<file path="src/rtl/oam_dma_arbiter.sv">
// oam_dma_arbiter
//   OAM DMA engine plus memory-bus arbiter between the CPU core and the memory decoder.
//   A CPU write to DMA_REG_ADDR latches a source page and copies DMA_LEN bytes from
//   {src_hi, 8'h00} into OAM, one READ + one WRITE cycle per byte. While a copy runs the
//   engine owns the bus and the CPU only reaches HRAM (FF80..FFFE).
//
// Ports
//   core_clk          in   core clock, rising edge
//   reset             in   synchronous active-high reset
//   cpu_address_bus   in   CPU address
//   cpu_data_bus_out  in   CPU write data
//   cpu_mem_we        in   CPU write strobe
//   cpu_data_bus_in   out  read data returned to the CPU
//   mem_address       out  address to the memory decoder
//   mem_data_out      out  write data to the memory decoder
//   mem_we            out  write strobe to the memory decoder
//   mem_data_in       in   read data from the memory decoder
//   oam_address       out  OAM byte index
//   oam_data          out  OAM write data
//   oam_we            out  OAM write strobe
//   dma_active        out  high while the engine owns the bus
module oam_dma_arbiter #(
    parameter int unsigned DMA_LEN      = 160,
    parameter int unsigned START_DELAY  = 1,
    parameter logic [15:0] DMA_REG_ADDR = 16'hFF46
) (
    input  logic        core_clk,
    input  logic        reset,
    input  logic [15:0] cpu_address_bus,
    input  logic [7:0]  cpu_data_bus_out,
    input  logic        cpu_mem_we,
    output logic [7:0]  cpu_data_bus_in,
    output logic [15:0] mem_address,
    output logic [7:0]  mem_data_out,
    output logic        mem_we,
    input  logic [7:0]  mem_data_in,
    output logic [7:0]  oam_address,
    output logic [7:0]  oam_data,
    output logic        oam_we,
    output logic        dma_active
);

    localparam logic [7:0] LAST_IDX  = 8'(DMA_LEN - 1);
    localparam logic [1:0] START_CNT = 2'(START_DELAY);

    typedef enum logic [1:0] {StIdle, StStart, StRead, StWrite} state_t;

    state_t     state;
    logic [7:0] dma_reg;
    logic [7:0] idx;
    logic [1:0] delay_cnt;
    logic [7:0] rd_buf;

    logic       is_reg;
    logic       is_hram;
    logic       trigger;
    logic [7:0] src_hi;

    assign is_reg  = (cpu_address_bus == DMA_REG_ADDR);
    assign is_hram = (cpu_address_bus >= 16'hFF80) && (cpu_address_bus <= 16'hFFFE);
    assign trigger = cpu_mem_we && is_reg;
    // Pages E0..FF mirror C0..DF (echo RAM), so fold them back down.
    assign src_hi  = (dma_reg < 8'hE0) ? dma_reg : dma_reg - 8'h20;

    always_ff @(posedge core_clk) begin
        if (reset) begin
            state     <= StIdle;
            dma_reg   <= 8'h00;
            idx       <= 8'h00;
            delay_cnt <= 2'd0;
            rd_buf    <= 8'h00;
        end else begin
            if (state == StRead) begin
                rd_buf <= mem_data_in;
            end
            // A trigger restarts from any state; a WRITE in flight still commits this cycle
            // because the OAM strobe is decoded from the current state.
            if (trigger) begin
                dma_reg   <= cpu_data_bus_out;
                idx       <= 8'h00;
                delay_cnt <= START_CNT;
                state     <= (START_DELAY == 0) ? StRead : StStart;
            end else begin
                unique case (state)
                    StIdle: state <= StIdle;
                    StStart: begin
                        delay_cnt <= delay_cnt - 2'd1;
                        if (delay_cnt <= 2'd1) begin
                            state <= StRead;
                        end
                    end
                    StRead: state <= StWrite;
                    StWrite: begin
                        if (idx == LAST_IDX) begin
                            state <= StIdle;
                        end else begin
                            idx   <= idx + 8'd1;
                            state <= StRead;
                        end
                    end
                    default: state <= StIdle;
                endcase
            end
        end
    end

    always_comb begin
        mem_address     = cpu_address_bus;
        mem_data_out    = cpu_data_bus_out;
        mem_we          = cpu_mem_we && !is_reg;
        cpu_data_bus_in = mem_data_in;
        oam_address     = 8'h00;
        oam_data        = 8'h00;
        oam_we          = 1'b0;

        // CPU is fenced to HRAM while the engine owns the bus.
        if (state != StIdle && !is_hram) begin
            mem_we          = 1'b0;
            cpu_data_bus_in = 8'hFF;
        end
        // The source read owns the shared address, so no write may ride along with it.
        if (state == StRead) begin
            mem_address = {src_hi, idx};
            mem_we      = 1'b0;
        end
        if (state == StWrite) begin
            oam_we      = 1'b1;
            oam_address = idx;
            oam_data    = rd_buf;
        end
        if (is_reg) begin
            cpu_data_bus_in = dma_reg;
        end
    end

    assign dma_active = (state != StIdle);

endmodule

</file>
<file path="config.mk">
export PLATFORM = sky130hd
export DESIGN_NAME = oam_dma_arbiter
export DESIGN_NICKNAME = d
export VERILOG_FILES = /design/src/rtl/oam_dma_arbiter.sv
export SDC_FILE = /design/constraint.sdc
export NUM_CORES = 1
export LEC_CHECK = 0
export CAP_MARGIN = 20
export CELL_PAD_IN_SITES_DETAIL_PLACEMENT = 1
export CELL_PAD_IN_SITES_GLOBAL_PLACEMENT = 1
export CORE_UTILIZATION = 25
export CTS_CLUSTER_DIAMETER = 80
export CTS_CLUSTER_SIZE = 24
export DETAILED_ROUTE_END_ITERATION = 6
export GPL_ROUTABILITY_DRIVEN = 0
export PLACE_DENSITY = 0.73
export SETUP_SLACK_MARGIN = 0.2
export SYNTH_ARGS = -nofsm -noshare
export SYNTH_HDL_FRONTEND = slang
export SYNTH_SLANG_ARGS = --single-unit
</file>
<file path="constraint.sdc">
create_clock -name core_clk -period 1.6 [get_ports core_clk]
set_input_delay 0.16 -clock core_clk [delete_from_list [all_inputs] [get_ports core_clk]]
set_output_delay 0.16 -clock core_clk [all_outputs]
set_load 0.05 [all_outputs]
</file>
# Word level (Yosys, flattened, before mapping)
# Cells that the tools add are included.
classes:
  add_sub_neg: 3
  magnitude_cmp: 4
  eq_ne: 7
  n_mux: 15
  n_bitwise: 1
  reduce_logical: 11
ops:
  columns: ["operator", "count"]
  rows:
  - ["$mux W8", 5]
  - ["$eq A16 B16 Y1 const B", 1]
  - ["$ge A16 B16 Y1 const B", 1]
  - ["$le A16 B16 Y1 const B", 1]
  - ["$mux W16", 1]
  - ["$add A8 B1 Y8 const B", 1]
  - ["$eq A8 B8 Y1 const B", 1]
  - ["$lt A8 B8 Y1 const B", 1]
  - ["$pmux W2 S4", 1]
  - ["$sub A8 B6 Y8 const B", 1]
  - ["$mux W1", 6]
  - ["$eq A2 B2 Y1 const B", 2]
  - ["$logic_and A1 B1 Y1", 4]
  - ["$mux W2", 2]
  - ["$reduce_bool A2 Y1", 2]
  - ["$ne A3 B3 Y1 const B", 1]
  - ["$eq A2 B1 Y1 const B", 1]
  - ["$le A2 B1 Y1 const B", 1]
  - ["$logic_not A1 Y1", 2]
  - ["$logic_not A2 Y1", 1]
  - ["$ne A2 B2 Y1 const B", 1]
  - ["$reduce_and A2 Y1", 1]
  - ["$reduce_or A2 Y1", 1]
  - ["$sub A2 B1 Y2 const B", 1]
  - ["$not A1 Y1", 1]
word_totals:
  ff_bits: 28
  inputBits: 35
  output_inout_bits: 51
  wordCells: 48

# Longest topological paths before layout
# Gate-level depths: netlist of the first run.
depth:
  ltp_word: 6
  depth_mapped: 6
  depth_no_buf: 5

# Least setup slack after synthesis of the first run
# Ideal clock, no wire load.
synth_path:
  path_type: "input port to output port"
  start: "input port cpu_address_bus[1]"
  end: "output port mem_we"
  arrival_time_ns: 2.260
  required_ns: 1.440
  path_slack_ns: -0.820
  stages: 5
  n_path_buf: 2
  cell_sequence: "and4b_4 > and4_1 > buf_6 > clkbuf_8 > nor4_1"
synth_via:
  elab_chain_cells: 6
  word_cells_on_any_way: 10
  cone_classes: "order compare: 2; eq/ne: 1; mux: 2; reduce/logical: 5"
synth_rtl:
  columns: ["element", "line_no", "text"]
  rows:
  - ["start, declared", "29", "input logic [15:0] cpu_address_bus,"]
  - ["$ge A16 B16 Y1 / $le A16 B16 Y1 (equally long branches)", "60", "assign is_hram = (cpu_address_bus >= 16'hFF80) && (cpu_address_bus <= 16'hFFFE);"]
  - ["$logic_and A1 B1 Y1", "60", null]
  - ["$logic_not A1 Y1", "117", "if (state != StIdle && !is_hram) begin"]
  - ["$logic_and A1 B1 Y1", "117", null]
  - ["$mux W1 (*)", "117", null]
  - ["$mux W1 (*)", "122", "if (state == StRead) begin"]
  - ["end, declared", "35", "output logic mem_we,"]
# Every way passes the cells marked *; elsewhere a longest branch is shown, timed or not.

# Worst setup path in the final report of the first run
layout_path:
  start: "register state[1]"
  end: "output port mem_address[15]"
layout_via:
  elab_chain_cells: 2
layout_rtl:
  columns: ["element", "line_no", "text"]
  rows:
  - ["start, declared", "48", "state_t state;"]
  - ["start signal, assigned", "67", "state <= StIdle;"]
  - ["start signal, assigned", "82", "state <= (START_DELAY == 0) ? StRead : StStart;"]
  - ["start signal, assigned", "85", "StIdle: state <= StIdle;"]
  - ["$eq A2 B2 Y1", "122", null]
  - ["$mux W16", "122", null]
  - ["end, declared", "33", "output logic [15:0] mem_address,"]
# Every way passes these cells.

==> run summary, run 1 <==
Final worst-path cycle share -> 1.06
Hold path endpoint -> rd_buf[1]
Worst stage delay on the critical path -> 0.40 ns
Cts hold-fix bufs -> 0
CTS Buf Count -> 3
GRT overflow -> 0
Final hold violation count -> 0
Seq/Total Area, Yosys -> 0.309
CP max stage cell -> dfxtp_4
Post-synth ARST share -> 0
CP Launch Type -> flop
Cell Area, Synth -> 1810 um2
CP Max Fanout -> 7
CP Cell Sequence -> buf_12 -> nor2b_4 -> buf_8 -> nand3_4 -> nand2_2 -> buf_12
Largest net degree at the start of global routing -> 19
Router iterations before antenna repair -> 4
Main synth FF type -> dfxtp_1
Routed WL -> 9750 um
CP endpoint kind -> primary output
Setup tns final -> -1.75 ns
R2R cell count -> 9
Synth unique cells -> 34
Status -> finished with violations
Top area cells in the synthesized netlist -> dfxtp_1, nand2_1, and3_1, a21oi_1, mux2i_1
Final setup skew -> 0.0118 ns
Die height -> 87.1 um
Minimum setup slack among reg-to-reg paths -> -0.02 ns
Min-delay src -> rd_buf[1]
Core Util, Final -> 0.613
Post-Syn Nets -> 290
Depth of the worst hold-timing path -> 2
Post-route ant nets -> 0
H-tree lvl count -> 1
DR WL/cell -> 21.0 um
Most common cell in the synthesized netlist -> nand2_1
Commonest cells in the netlist -> nand2_1, dfxtp_1, a21oi_1
EDFF count, synth -> 0
Simple-Gate Fraction of Synth Area -> 0.363
Yosys top cell area share -> 0.309
Max Fclk -> 592 MHz
Area Overhead vs Synth -> 134%
Register area -> 581 um2
Hold WS -> 0.473 ns
Post-synthesis mux area share -> 0.0442
Critical path type -> flop to primary output
DRC viols -> 0
Die width -> 87.1 um
Number of core rows -> 30
Pwr Density -> 422 nW/um2
Area of placed instances -> 3470 um2
Clk slew on worst S/H paths -> 0.11 ns
Multi-input gate area -> 1570 um2
Largest family of logic cells by synthesized area -> simple AND/OR/NAND/NOR gates
Post-synthesis compound-gate area fraction -> 0.129
Number of synthesized register bits -> 28
Initial Util -> 0.262
Synth Area in XOR/XNOR -> 0.0290
Drt first-iter violations -> 97
R2r startpoint -> state[0]
Synthesized instance count -> 252
Worst EP required -> 1.44 ns
RR Endpoint -> idx[6]
Max Transition Viols Final -> 0
IO Port Bufs -> 85
Measured slew at the worst slew-check pin -> 0.348 ns
Clk_lat worst skew -> 0.30 ns
Clk sinks -> 28
Fill cells -> 765
# setup viols final -> 31
Layout cells sized above 1 -> 0.590
Core area -> 6910 um2
Fin crit period -> 1.69 ns
Via count -> 2385
Buffers and inverters on the worst path -> 3
Slew margin rel. -> 0.768
Lkg Pwr -> 1.70 nW
Family with the most delay on the worst path -> buffers and inverters
Vias/cell -> 5.14
Worst Hold Class -> flop to flop
Post-route setup slack -> -0.0900 ns
YS warnings -> 0
Most used cell, CP -> buf_12
Detail Placement HPWL -> 5530 um
Net count, final -> 407
RSZ-0062 raised after global routing -> true
Synth Area in Adders -> 0.0207
Antenna cell count -> 0
Final Cell Area -> 4240 um2
Global-route wire length before repair -> 13600 um
Clock buffer depth -> 2
Pre-CTS setup slack -> -0.477 ns
Number of I/O pins -> 86
VDD IR-drop max -> 0.398 mV
Gr usage total -> 0.240
Arrival @ worst endpoint -> 1.53 ns
Post-synth top area cell -> dfxtp_1
Root buf cell -> clkbuf_8
Avg Inst Size Synth -> 7.19 um2
Die Area -> 7590 um2
Number of global-route vias before repair -> 2502
Max Cap Viol -> 0
Failing checks -> setup timing
CTS tree -> done
Initial antenna violation count -> 0
power by group:
group	leakage, nW	total, mW	internal [mW]	switching (mW)
logic	1.44	0.621	0.307	0.314
registers	0.231	0.690	0.690	0.0000131
clock network	0.0288	0.477	0.222	0.255
cell families (layout without fill, tap and decap cells):
family | Yosys count | count (layout)
fa+ha+maj | 3 | 3
flops | 28 | 28
mux | 8 | 8
buf+inv | 33 | 149
xor+xnor | 6 | 6
simple gates | 133 | 133
compound gates | 41 | 41
layout by cell type (no fill, tap or decap), types with 9 or more instances in the layout:
cell type,synthesis,final
buf_12,0,53
nand2_1,68,30
buf_4,8,30
nand2_2,0,25
a21oi_1,21,21
dfxtp_1,28,20
clkdlybuf4s50_1,0,18
and3_4,0,17
buf_6,3,17
nand2_4,0,13
nand3_1,15,12
nor2_1,10,9
o21ai_0,11,9
area by class of cell:
class,instances,area share
tap,96,0.0284
sequential,28,0.137
timing repair buffer,138,0.446
clock buffer,4,0.0130
multi-input combinational,191,0.369
inverter,7,0.00620
worst reg2reg max path: stages (launching register included):
cell and delay [ns]:
dfxtp_4 0.37, buf_6 0.13, buf_4 0.14, buf_6 0.13, and2_4 0.17, buf_6 0.12, buf_4 0.13, nand4_1 0.09
xor2_1 0.19, nor2_1 0.06
how the worst max path moves through the flow:
| stage | start | end | depth (start not counted) |
|---|---|---|---|
| finish | state[1] | mem_address[15] | 6 |
| global route | state[1] | mem_address[15] | 6 |
| CTS | state[0] | cpu_data_bus_in[6] | 5 |
| detailed placement | cpu_address_bus[4] | cpu_data_bus_in[3] | 7 |
| global placement | cpu_address_bus[5] | cpu_data_bus_in[3] | 8 |
| floorplan | cpu_address_bus[1] | mem_we | 5 |
per-stage QoR:
stage	cells	total power [mW]
finish	464	1.79
global route	464	1.83
CTS	455	1.76
detailed placement	434	1.30
global placement	434	1.29
floorplan	252	0.966
routing by layer:
layer,global-route usage,vias up,share of wire
met5,0,-,0
met4,0.0686,0,0.023
met3,0.0408,15,0.048
met2,0.458,100,0.54
met1,0.271,1179,0.39
li1,-,1091,-
repair_timing:
| action | in CTS | in global routing |
|---|---|---|
| gates resized for setup | 131 | 53 |
| buffers inserted | 13 | 9 |
| cloned | 4 | 0 |
| pin swaps | 33 | 25 |
| setup endpoints to repair | 62 | 48 |
(Power assumes the default switching activity.)
==> inputs of run 2 (changes only) <==
--- a/config.mk
+++ b/config.mk
@@ -8,12 +8,13 @@
 export CAP_MARGIN = 20
 export CELL_PAD_IN_SITES_DETAIL_PLACEMENT = 1
 export CELL_PAD_IN_SITES_GLOBAL_PLACEMENT = 1
-export CORE_UTILIZATION = 25
+export CORE_ASPECT_RATIO = 0.8
+export CORE_UTILIZATION = 28
 export CTS_CLUSTER_DIAMETER = 80
 export CTS_CLUSTER_SIZE = 24
 export DETAILED_ROUTE_END_ITERATION = 6
 export GPL_ROUTABILITY_DRIVEN = 0
-export PLACE_DENSITY = 0.73
+export PLACE_DENSITY = 0.77
 export SETUP_SLACK_MARGIN = 0.2
 export SYNTH_ARGS = -nofsm -noshare
 export SYNTH_HDL_FRONTEND = slang
==> constraint.sdc (replaced) <==
create_clock -name core_clk -period 1.8 [get_ports core_clk]
set_input_delay 0.18 -clock core_clk [delete_from_list [all_inputs] [get_ports core_clk]]
set_output_delay 0.18 -clock core_clk [all_outputs]
set_load 0.05 [all_outputs]
==> run 2 against run 1 <==
The flow now finishes without violations; cell area down 15%; largest power group unchanged; hold slack worse by 0.0093 ns; sequential share of layout area up 2.1 points; die area down 10%; clock skew down 0.0065 ns; sequential power down 11%; global-route usage up 0.40 points; power down 9.4%.
==> run summary, run 2 (same netlist as run 1, synthesis figures left out) <==
Detail Placement HPWL -> 5370 um (-3.0%)
Buffers and inverters on the worst path -> 2 (-1)
Min-delay src -> rd_buf[2]
RSZ-0062 raised after global routing -> true
Cts hold-fix bufs -> 0 (unchanged)
Net count, final -> 399 (-2.0%)
DRC viols -> 0 (unchanged)
Max Cap Viol -> 0 (unchanged)
Via count -> 2353 (-1.3%)
CTS tree -> done
CP Launch Type -> flop
H-tree lvl count -> 1 (unchanged)
Clk sinks -> 28 (unchanged)
Post-route ant nets -> 0 (unchanged)
Pwr Density -> 449 nW/um2 (+6.3%)
Fin crit period -> 1.72 ns
CP Max Fanout -> 6 (-1)
Number of I/O pins -> 86 (unchanged)
Clk_lat worst skew -> 0.28 ns (-0.02 ns)
Max Fclk -> 582 MHz
Most frequent cells in the layout -> nand2_1, buf_12, buf_4
Hold path endpoint -> rd_buf[2]
# setup viols final -> 0 (-100%)
CP max stage cell -> a311o_2
Family with the most delay on the worst path -> compound AO/OA/AOI/OAI gates
VDD IR-drop max -> 0.347 mV (-13%)
Depth of the worst hold-timing path -> 2 (unchanged)
Global-route wire length before repair -> 12900 um (-4.8%)
Drt first-iter violations -> 133 (+37%)
Crit path depth -> 5 (-1)
RR Endpoint -> idx[5]
Final setup skew -> 0.00529 ns (-0.00654 ns)
Fin cells -> 441 (-5.0%)
R2R cell count -> 5 (-4)
Hold WS -> 0.463 ns (-0.00935 ns)
Critical path type -> flop to primary output
IO Port Bufs -> 85 (unchanged)
R2r startpoint -> idx[1]
Final hold violation count -> 0 (unchanged)
Initial antenna violation count -> 0 (unchanged)
Post-route setup slack -> 0.0830 ns (+0.173 ns)
Antenna cell count -> 0 (unchanged)
Area of placed instances -> 3250 um2 (-6.4%)
Number of global-route vias before repair -> 2447 (-2.2%)
Setup tns final -> 0 ns (+1.75 ns)
Placed cell count -> 420 (-3.2%)
Area Overhead vs Synth -> 99.2%
GRT overflow -> 0 (unchanged)
Gr usage total -> 0.244 (+0.00401)
Worst EP required -> 1.62 ns (+0.18 ns)
Core Util, Final -> 0.595 (-0.0188)
Worst stage delay on the critical path -> 0.41 ns (about the same)
Lkg Pwr -> 1.57 nW (-8.0%)
Root buf cell -> clkbuf_8
Final Cell Area -> 3610 um2 (-15%)
Routed WL -> 8790 um (-9.8%)
Vias/cell -> 5.34 (+3.8%)
Layout cells sized above 1 -> 0.403 (-0.187)
Status -> finished, final reports clean
Final worst-path cycle share -> 0.954
Measured slew at the worst slew-check pin -> 0.417 ns (+0.0689 ns)
Number of core rows -> 25 (-17%)
Initial Util -> 0.299 (+0.0362)
Die Area -> 6800 um2 (-10%)
Largest net degree at the start of global routing -> 19 (unchanged)
Pre-CTS setup slack -> -0.404 ns (+0.0730 ns)
DR WL/cell -> 19.9 um (-5.1%)
CTS Buf Count -> 3 (unchanged)
Commonest non-fill, non-tap cell in the layout -> nand2_1
Die width -> 91.9 um (+5.5%)
Clock buffer depth -> 2 (unchanged)
Minimum setup slack among reg-to-reg paths -> 0.17 ns (+0.19 ns)
Worst Hold Class -> flop to flop
CP endpoint kind -> primary output
Router iterations before antenna repair -> 4 (unchanged)
Arrival @ worst endpoint -> 1.54 ns (about the same)
CP Cell Sequence -> buf_8 -> nor2_4 -> a311o_2 -> nand2_2 -> buf_12
Total power -> 1.62 mW (-9.4%)
Core area -> 6070 um2 (-12%)
Clk slew on worst S/H paths -> 0.10 ns (about the same)
Max Transition Viols Final -> 0 (unchanged)
Die height -> 73.9 um (-15%)
Slew margin rel. -> 0.722 (-0.0459)
run 2: cell types whose count changed in the layout (fill, tap and decap cells not counted), sizes merged:
cell / previous run / this run
buf: 110 / 98
clkbuf: 7 / 5
dlygate4sd2: 0 / 5
bufinv: 0 / 1
run 2: tightest hold or removal path, cell delays in order (launching register included):
cell,delay (ns)
dfxtp_1,0.32
nand2_1,0.05
a21oi_1,0.05
run 2: how the worst max path moves through the flow:
stage	start	endpoint
after floorplan	state[0]	mem_address[2]
after global placement	cpu_address_bus[5]	cpu_data_bus_in[2]
after detailed placement	cpu_address_bus[5]	cpu_data_bus_in[4]
after CTS	state[0]	cpu_data_bus_in[1]
after global routing	state[0]	mem_address[9]
final	state[0]	cpu_data_bus_in[7]
run 2: repair_timing:
action	CTS	global route
resized for setup	67	22
buffers inserted	11	2
cloned	3	1
setup endpoints to repair	49	36
pin swaps	17	4
run 2: layout make-up:
class	count	area [um2]
Tap cell	81	101
Inverter	7	26.3
Clock buffer	3	41.3
Sequential cell	28	572
Multi-Input combinational cell	191	1230
Timing Repair Buffer	130	1610
Fill cell	674	2460
Clock inverter	1	30.0
run 2: metal layers:
| layer | global-route usage | wire (um) |
|---|---|---|
| met1 | 0.299 | 3730 |
| met2 | 0.438 | 4190 |
| met3 | 0.0603 | 669 |
| met4 | 0.0556 | 194 |
| met5 | 0 | 0 |
run 2: power by group:
group / leakage [nW] / total (mW) / internal, mW / switching [mW]
sequential: 0.229 / 0.616 / 0.616 / 0.00000923
combinational: 1.30 / 0.487 / 0.228 / 0.259
clock: 0.0357 / 0.515 / 0.298 / 0.217
